==> config.mk <==
export PLATFORM = sky130hd
export DESIGN_NAME = note_feeder
export DESIGN_NICKNAME = d
export VERILOG_FILES = /design/src/rtl/note_feeder_pkg.sv /design/src/rtl/note_slot_decode.sv /design/src/rtl/note_feeder.sv
export SDC_FILE = /design/constraint.sdc
export NUM_CORES = 1
export LEC_CHECK = 0
export ABC_AREA = 1
export BUFFER_PORTS_ARGS = -buffer_cell sky130_fd_sc_hd__buf_2
export CORE_MARGIN = 2
export CORE_UTILIZATION = 40
export DETAILED_ROUTE_END_ITERATION = 6
export GPL_ROUTABILITY_DRIVEN = 0
export PLACE_DENSITY = 0.6
export RECOVER_POWER = 50
export SLEW_MARGIN = 20
export SYNTH_ARGS = -nofsm -noshare
export SYNTH_HDL_FRONTEND = slang
export SYNTH_SLANG_ARGS = --single-unit
==> constraint.sdc <==
create_clock -name clk -period 3.5 [get_ports clk]
set_input_delay 0.525 -clock clk [delete_from_list [all_inputs] [get_ports clk]]
set_output_delay 0.525 -clock clk [all_outputs]
set_load 0.1 [all_outputs]
==> src/rtl/note_feeder_pkg.sv <==
// Shared music-display definitions for the note history feeder.
// The optional duplicate filter is enabled with NOTE_FEEDER_DEDUP_EN.
package note_feeder_pkg;

    localparam int NOTE_WIDTH    = 6;
    localparam int DEFAULT_DEPTH = 8;
    localparam int SLOT_WIDTH    = 32;
    localparam int COUNT_WIDTH   = 5;

    typedef logic [NOTE_WIDTH-1:0] note_t;

    // True when column v lies in [lo, lo + SLOT_WIDTH), evaluated at 12 bits so the top edge cannot wrap.
    function automatic logic in_slot_span(input logic [10:0] v, input logic [10:0] lo);
        logic [11:0] hi;
        hi = {1'b0, lo} + 12'(SLOT_WIDTH);
        return ({1'b0, v} >= {1'b0, lo}) && ({1'b0, v} < hi);
    endfunction

endpackage

==> src/rtl/note_slot_decode.sv <==
// Maps the current pixel (x,y) onto a history slot box and looks up its note.
// Purely combinational so the pixel outputs track x/y with no latency.
module note_slot_decode
    import note_feeder_pkg::*;
#(
    parameter int          DEPTH     = DEFAULT_DEPTH,
    parameter logic [10:0] ORIGIN_X  = 11'd600,
    parameter logic [9:0]  ORIGIN_Y  = 10'd40,
    parameter int          ROW_SHIFT = 4
) (
    input  logic [10:0]                 x,
    input  logic [9:0]                  y,
    input  logic [4:0]                  shadow_count,
    input  logic [DEPTH*NOTE_WIDTH-1:0] shadow_flat,
    output logic [10:0]                 x1,
    output logic [9:0]                  y1,
    output logic [5:0]                  note_out,
    output logic                        valid
);

    localparam int PTR_W = $clog2(DEPTH);

    logic [9:0]       y_off_s;
    logic [9:0]       slot_s;
    logic [PTR_W-1:0] slot_idx_s;
    logic             in_y_s;
    logic             in_x_s;
    logic             in_slot_s;
    logic             valid_s;

    assign y_off_s    = y - ORIGIN_Y;
    assign slot_s     = y_off_s >> ROW_SHIFT;
    assign slot_idx_s = slot_s[PTR_W-1:0];
    assign in_y_s     = (y >= ORIGIN_Y);
    assign in_x_s     = in_slot_span(x, ORIGIN_X);
    // slot_s < shadow_count <= DEPTH guarantees slot_idx_s is an exact index when valid.
    assign in_slot_s  = (slot_s < {5'd0, shadow_count});
    assign valid_s    = in_y_s && in_x_s && in_slot_s;
    assign valid      = valid_s;

    // Box geometry and note lookup, forced to zero outside an occupied slot.
    always_comb begin
        if (valid_s) begin
            x1       = ORIGIN_X;
            y1       = ORIGIN_Y + (slot_s << ROW_SHIFT);
            note_out = shadow_flat[slot_idx_s*NOTE_WIDTH +: NOTE_WIDTH];
        end else begin
            x1       = 11'd0;
            y1       = 10'd0;
            note_out = 6'd0;
        end
    end

endmodule

==> src/rtl/note_feeder.sv <==
// Note history buffer with a per-frame newest-first shadow copy for display.
// Define NOTE_FEEDER_DEDUP_EN to drop a note equal to the newest stored one.
module note_feeder
    import note_feeder_pkg::*;
#(
    parameter int          DEPTH     = DEFAULT_DEPTH,
    parameter logic [10:0] ORIGIN_X  = 11'd600,
    parameter logic [9:0]  ORIGIN_Y  = 10'd40,
    parameter int          ROW_SHIFT = 4
) (
    input  logic        clk,
    input  logic        reset,
    input  logic        new_note,
    input  logic [5:0]  note_in,
    input  logic        clear,
    input  logic        frame_start,
    input  logic [10:0] x,
    input  logic [9:0]  y,
    output logic [10:0] x1,
    output logic [9:0]  y1,
    output logic [5:0]  note_out,
    output logic        valid,
    output logic [4:0]  count,
    output logic        overflow
);

    localparam int                     PTR_W   = $clog2(DEPTH);
    localparam logic [COUNT_WIDTH-1:0] DEPTH_C = COUNT_WIDTH'(DEPTH);

    note_t                       mem_r [DEPTH];
    note_t                       mem_nx_s [DEPTH];
    logic [PTR_W-1:0]            wr_ptr_r, wr_ptr_nx_s;
    logic [COUNT_WIDTH-1:0]      count_r, count_nx_s;
    logic                        overflow_r, overflow_nx_s;
    logic [DEPTH*NOTE_WIDTH-1:0] shadow_r, shadow_nx_s;
    logic [COUNT_WIDTH-1:0]      shadow_count_r;
    logic                        dup_s;
    logic                        accept_s;

`ifdef NOTE_FEEDER_DEDUP_EN
    assign dup_s = (count_r != 5'd0) && (note_in == mem_r[wr_ptr_r - PTR_W'(1)]);
`else
    assign dup_s = 1'b0;
`endif

    assign accept_s = new_note && !dup_s;

    // Next live-buffer state; the shadow snapshot reuses it so a coincident note or clear is seen.
    always_comb begin
        mem_nx_s      = mem_r;
        wr_ptr_nx_s   = wr_ptr_r;
        count_nx_s    = count_r;
        overflow_nx_s = overflow_r;
        if (clear) begin
            wr_ptr_nx_s   = {PTR_W{1'b0}};
            count_nx_s    = 5'd0;
            overflow_nx_s = 1'b0;
        end else if (accept_s) begin
            mem_nx_s[wr_ptr_r] = note_in;
            wr_ptr_nx_s        = wr_ptr_r + PTR_W'(1);
            if (count_r == DEPTH_C) begin
                overflow_nx_s = 1'b1;
            end else begin
                count_nx_s = count_r + 5'd1;
            end
        end else begin
            wr_ptr_nx_s = wr_ptr_r;
        end
    end

    // Newest-first reordering: slot i holds the entry written i+1 places before the write pointer.
    always_comb begin
        shadow_nx_s = '0;
        for (int i = 0; i < DEPTH; i++) begin
            shadow_nx_s[i*NOTE_WIDTH +: NOTE_WIDTH] = mem_nx_s[PTR_W'(wr_ptr_nx_s - PTR_W'(i + 1))];
        end
    end

    // Live buffer and shadow registers.
    always_ff @(posedge clk) begin
        if (reset) begin
            for (int i = 0; i < DEPTH; i++) begin
                mem_r[i] <= 6'd0;
            end
            wr_ptr_r       <= {PTR_W{1'b0}};
            count_r        <= 5'd0;
            overflow_r     <= 1'b0;
            shadow_r       <= '0;
            shadow_count_r <= 5'd0;
        end else begin
            mem_r      <= mem_nx_s;
            wr_ptr_r   <= wr_ptr_nx_s;
            count_r    <= count_nx_s;
            overflow_r <= overflow_nx_s;
            if (frame_start) begin
                shadow_r       <= shadow_nx_s;
                shadow_count_r <= count_nx_s;
            end else begin
                shadow_r       <= shadow_r;
                shadow_count_r <= shadow_count_r;
            end
        end
    end

    assign count    = count_r;
    assign overflow = overflow_r;

    note_slot_decode #(
        .DEPTH     (DEPTH),
        .ORIGIN_X  (ORIGIN_X),
        .ORIGIN_Y  (ORIGIN_Y),
        .ROW_SHIFT (ROW_SHIFT)
    ) u_decode (
        .x            (x),
        .y            (y),
        .shadow_count (shadow_count_r),
        .shadow_flat  (shadow_r),
        .x1           (x1),
        .y1           (y1),
        .note_out     (note_out),
        .valid        (valid)
    );

endmodule

==> metrics.csv <==
metric,value,unit
Max Root-Sink Buffers,2,
post-route cell area,7770,µm²
Syn Area/Cell,6.72,µm²
RSZ-0062 raised after global routing,no,
Setup crit end kind,flop,
H-tree levels,3,
starting utilization of the core area,0.413,
post-synthesis adder-cell area fraction,0.0208,
fin nets,1034,
Final Cycle Share,0.900,
post-synthesis simple-gate area fraction,0.405,
post-synth cell types,27,
Die H,132,µm
status,finished with violations,
hold depth,2,
Synth Flop Type,dfxtp_1,
largest family of logic cells by synthesized area,simple AND/OR/NAND/NOR gates,
drt via density,5.78,
initial antenna violation count,1,
share of layout cells above drive strength 1,0.114,
synth warn,0,
static leakage,3.10,nW
final-layout fill cell count,1674,
GR Util All Layers,0.237,
total negative slack,0,ns
global route total overflow,0,
WP buf/inv,3,
# clock sinks,110,
CP startpoint kind,input port,
DP Area,7420,µm²
# Max-Cap Violations,1,
cell area after synthesis,6600,µm²
peak supply drop,257,µV
# IOs,66,
Max Fclk,317,MHz
placement row count,46,
worst skew pair latency,0.36,ns
DRT iter0 DRCs,676,
Layout Cells excl Fill,1213,
WL final,20.5,mm
Max-slew headroom,-0.677,
slowest CP cell,clkbuf_1,
"Arr. time, crit path",3.39,ns
worst r2r path cells,10,
Clock Skews,0.00714,ns
Cell Pwr Density,423,nW/µm²
share of the synthesized area in the top cell type,0.333,
Worst-Margin Slew,2.52,ns
#FFs+latches synth,110,
Yosys top cell by area,dfxtp_1,
r2r setup slk,0.58,ns
Tot Pwr,3.29,mW
largest net degree at the start of global routing,60,
final setup margin,0.349,ns
cells after synthesis,983,
Pre-Repair DR Iteration Count,5,
top post-synthesis cells by area,"dfxtp_1 (33%), nand3_1 (28%), nand2_1 (8.4%)",
crit path max fanout,21,
first-pass GRT wire length,33.1,mm
total number of vias,7006,
root buffer cell,clkbuf_16,
ANT nets after route,0,
mux cell area share after synthesis,0.0466,
number of global-route vias before repair,6406,
Setup CP Type,input port to flop,
area grow syn2layout,17.7,%
CTS tree,built,
Post-Synth XOR/XNOR Area,0.0171,
# DRC,0,
cells along the critical path,clkbuf_1 > inv_1 > nor3_2 > clkbuf_1 > nand2_1 > nand2_1 > nand3_1 > nand3_1 > nand3_1 > nand3_1 > a21oi_1,
Top delay family on crit path,simple AND/OR/NAND/NOR gates,
ys async rst share,0,
Worst R2R Start,wr_ptr_r[0],
Clock transition at path regs,0.07,ns
PortBufs,49,
Final Max Slew Viols,60,
"Setup violations, final",0,
Final Hold Vio Count,0,
violated checks,"capacitance limit, slew limit",
Die ar.,17600,µm²
worst stage delay on the critical path,0.80,ns
r2r endpoint,shadow_r[11],
Core ar.,16000,µm²
CTS Hold Bufs,0,
Detailed Place HPWL,15.0,mm
Tmin final,3.15,ns
Die X,132,µm
CTS Buf Count,9,
Compound-Gate Fraction of Synth Area,0.0959,
Hold Path Class,input port to flop,
Worst Path Required,3.74,ns
Post-synth EDFFs,0,
hold_sp,clear,
pre-CTS worst setup slack,0.274,ns
sequential area share after synthesis,0.333,
wire per inst,16.9,µm
endpoint of the worst hold path,overflow,
# placed instances,1196,
most frequent cell on the critical path,nand3_1,
## through the flow
stage,utilization,hold slack [ns]
after floorplan,-,0.442
after global placement,0.464,0.446
after detailed placement,0.464,0.452
after CTS,0.487,0.457
after global routing,0.486,0.464
final,0.486,0.463
## final cells by class
class,count,area [µm²],share of cell area
multi-input cells,760,4070,0.523
inverters,36,156,0.0201
clock buffers,10,229,0.0295
diodes,1,2.50,0.000322
well taps,216,270,0.0348
flip-flops and latches,110,2200,0.283
repair buffers,74,707,0.0909
clock inverters,6,140,0.0180
## cell usage in the layout (no fill, tap or decap), drive strengths merged
cell type / Yosys / final
inv: 35 / 36
nor2: 33 / 33
nor3: 4 / 4
nor4: 1 / 1
clkinv: 1 / 1
clkbuf: 48 / 21
clkinvlp: 0 / 1
a211oi: 1 / 1
nand2: 147 / 147
o21ai: 21 / 21
ha: 11 / 11
buf: 38 / 63
dfxtp: 110 / 110
nand3: 369 / 369
xor2: 11 / 11
nand4: 16 / 16
a21oi: 104 / 104
mux2i: 24 / 24
mux2: 6 / 6
nand3b: 1 / 1
diode: 0 / 1
xnor2: 1 / 1
conb: 1 / 10
bufinv: 0 / 4
## metal layers
metal,track usage,share of wire,wire length (µm)
met5,0,0,0
met4,0.106,0.041,837
met3,0.0418,0.061,1250
met2,0.401,0.48,9860
met1,0.295,0.42,8550
## worst max path at each step
stage | depth (start not counted) | slack, ns | startpoint | to
after CTS | 14 | 0.27 | y[4] | y1[7]
after global routing | 11 | 0.06 | new_note | shadow_r[2]
after global placement | 14 | 0.32 | y[4] | y1[7]
final | 11 | 0.35 | new_note | shadow_r[11]
after detailed placement | 14 | 0.27 | y[4] | y1[7]
after floorplan | 14 | -0.09 | y[4] | x1[3]
## power by group
group          internal (mW)  switching (mW)  total [mW]
Clock                  0.780           0.490        1.27
Sequential              1.30          0.0224        1.32
Combinational          0.219           0.477       0.695
Total                   2.30           0.989        3.29
## worst register-to-register path: stages (launching register included)
cell and delay, ns:
dfxtp_1 0.31, buf_4 0.19, nor3_2 0.16, clkbuf_1 0.80, nand2_1 0.45, nand2_1 0.23, nand3_1 0.16, nand3_1 0.17
nand3_1 0.10, nand3_1 0.14, a21oi_1 0.10
## synthesized netlist by cell type, types with 3 or more instances
library cell and number:
inv_1 32, mux2i_1 24, nor2_1 33, nor3_1 3, clkbuf_1 48, buf_2 16
inv_2 3, buf_4 15, nand4_1 16, nand3_1 368, dfxtp_1 110, buf_1 7
mux2_2 6, ha_1 11, xor2_1 10, o21ai_0 21, nand2_1 147, a21oi_1 104
## flip-flops by register name, indices dropped and copies added (netlist names)
signal and cells:
overflow 1, mem_r 48, count 5, wr_ptr_r 3, shadow_count_r 5, shadow_r 48
## logic make-up (layout without fill, tap and decap cells)
family | after synthesis | after routing
and+or+nand+nor | 571 | 571
AOI/OAI and AO/OA | 126 | 126
buffers and inverters | 122 | 126
DFF | 110 | 110
muxes | 30 | 30
xor gates and xnor gates | 12 | 12
adders and majority gates | 11 | 11
other | 1 | 11
## timing repair
item	in CTS	in global routing
endpoints found under the setup margin	0	1
resized for setup	0	1
buffers inserted	0	0
(Power assumes the default switching activity.)
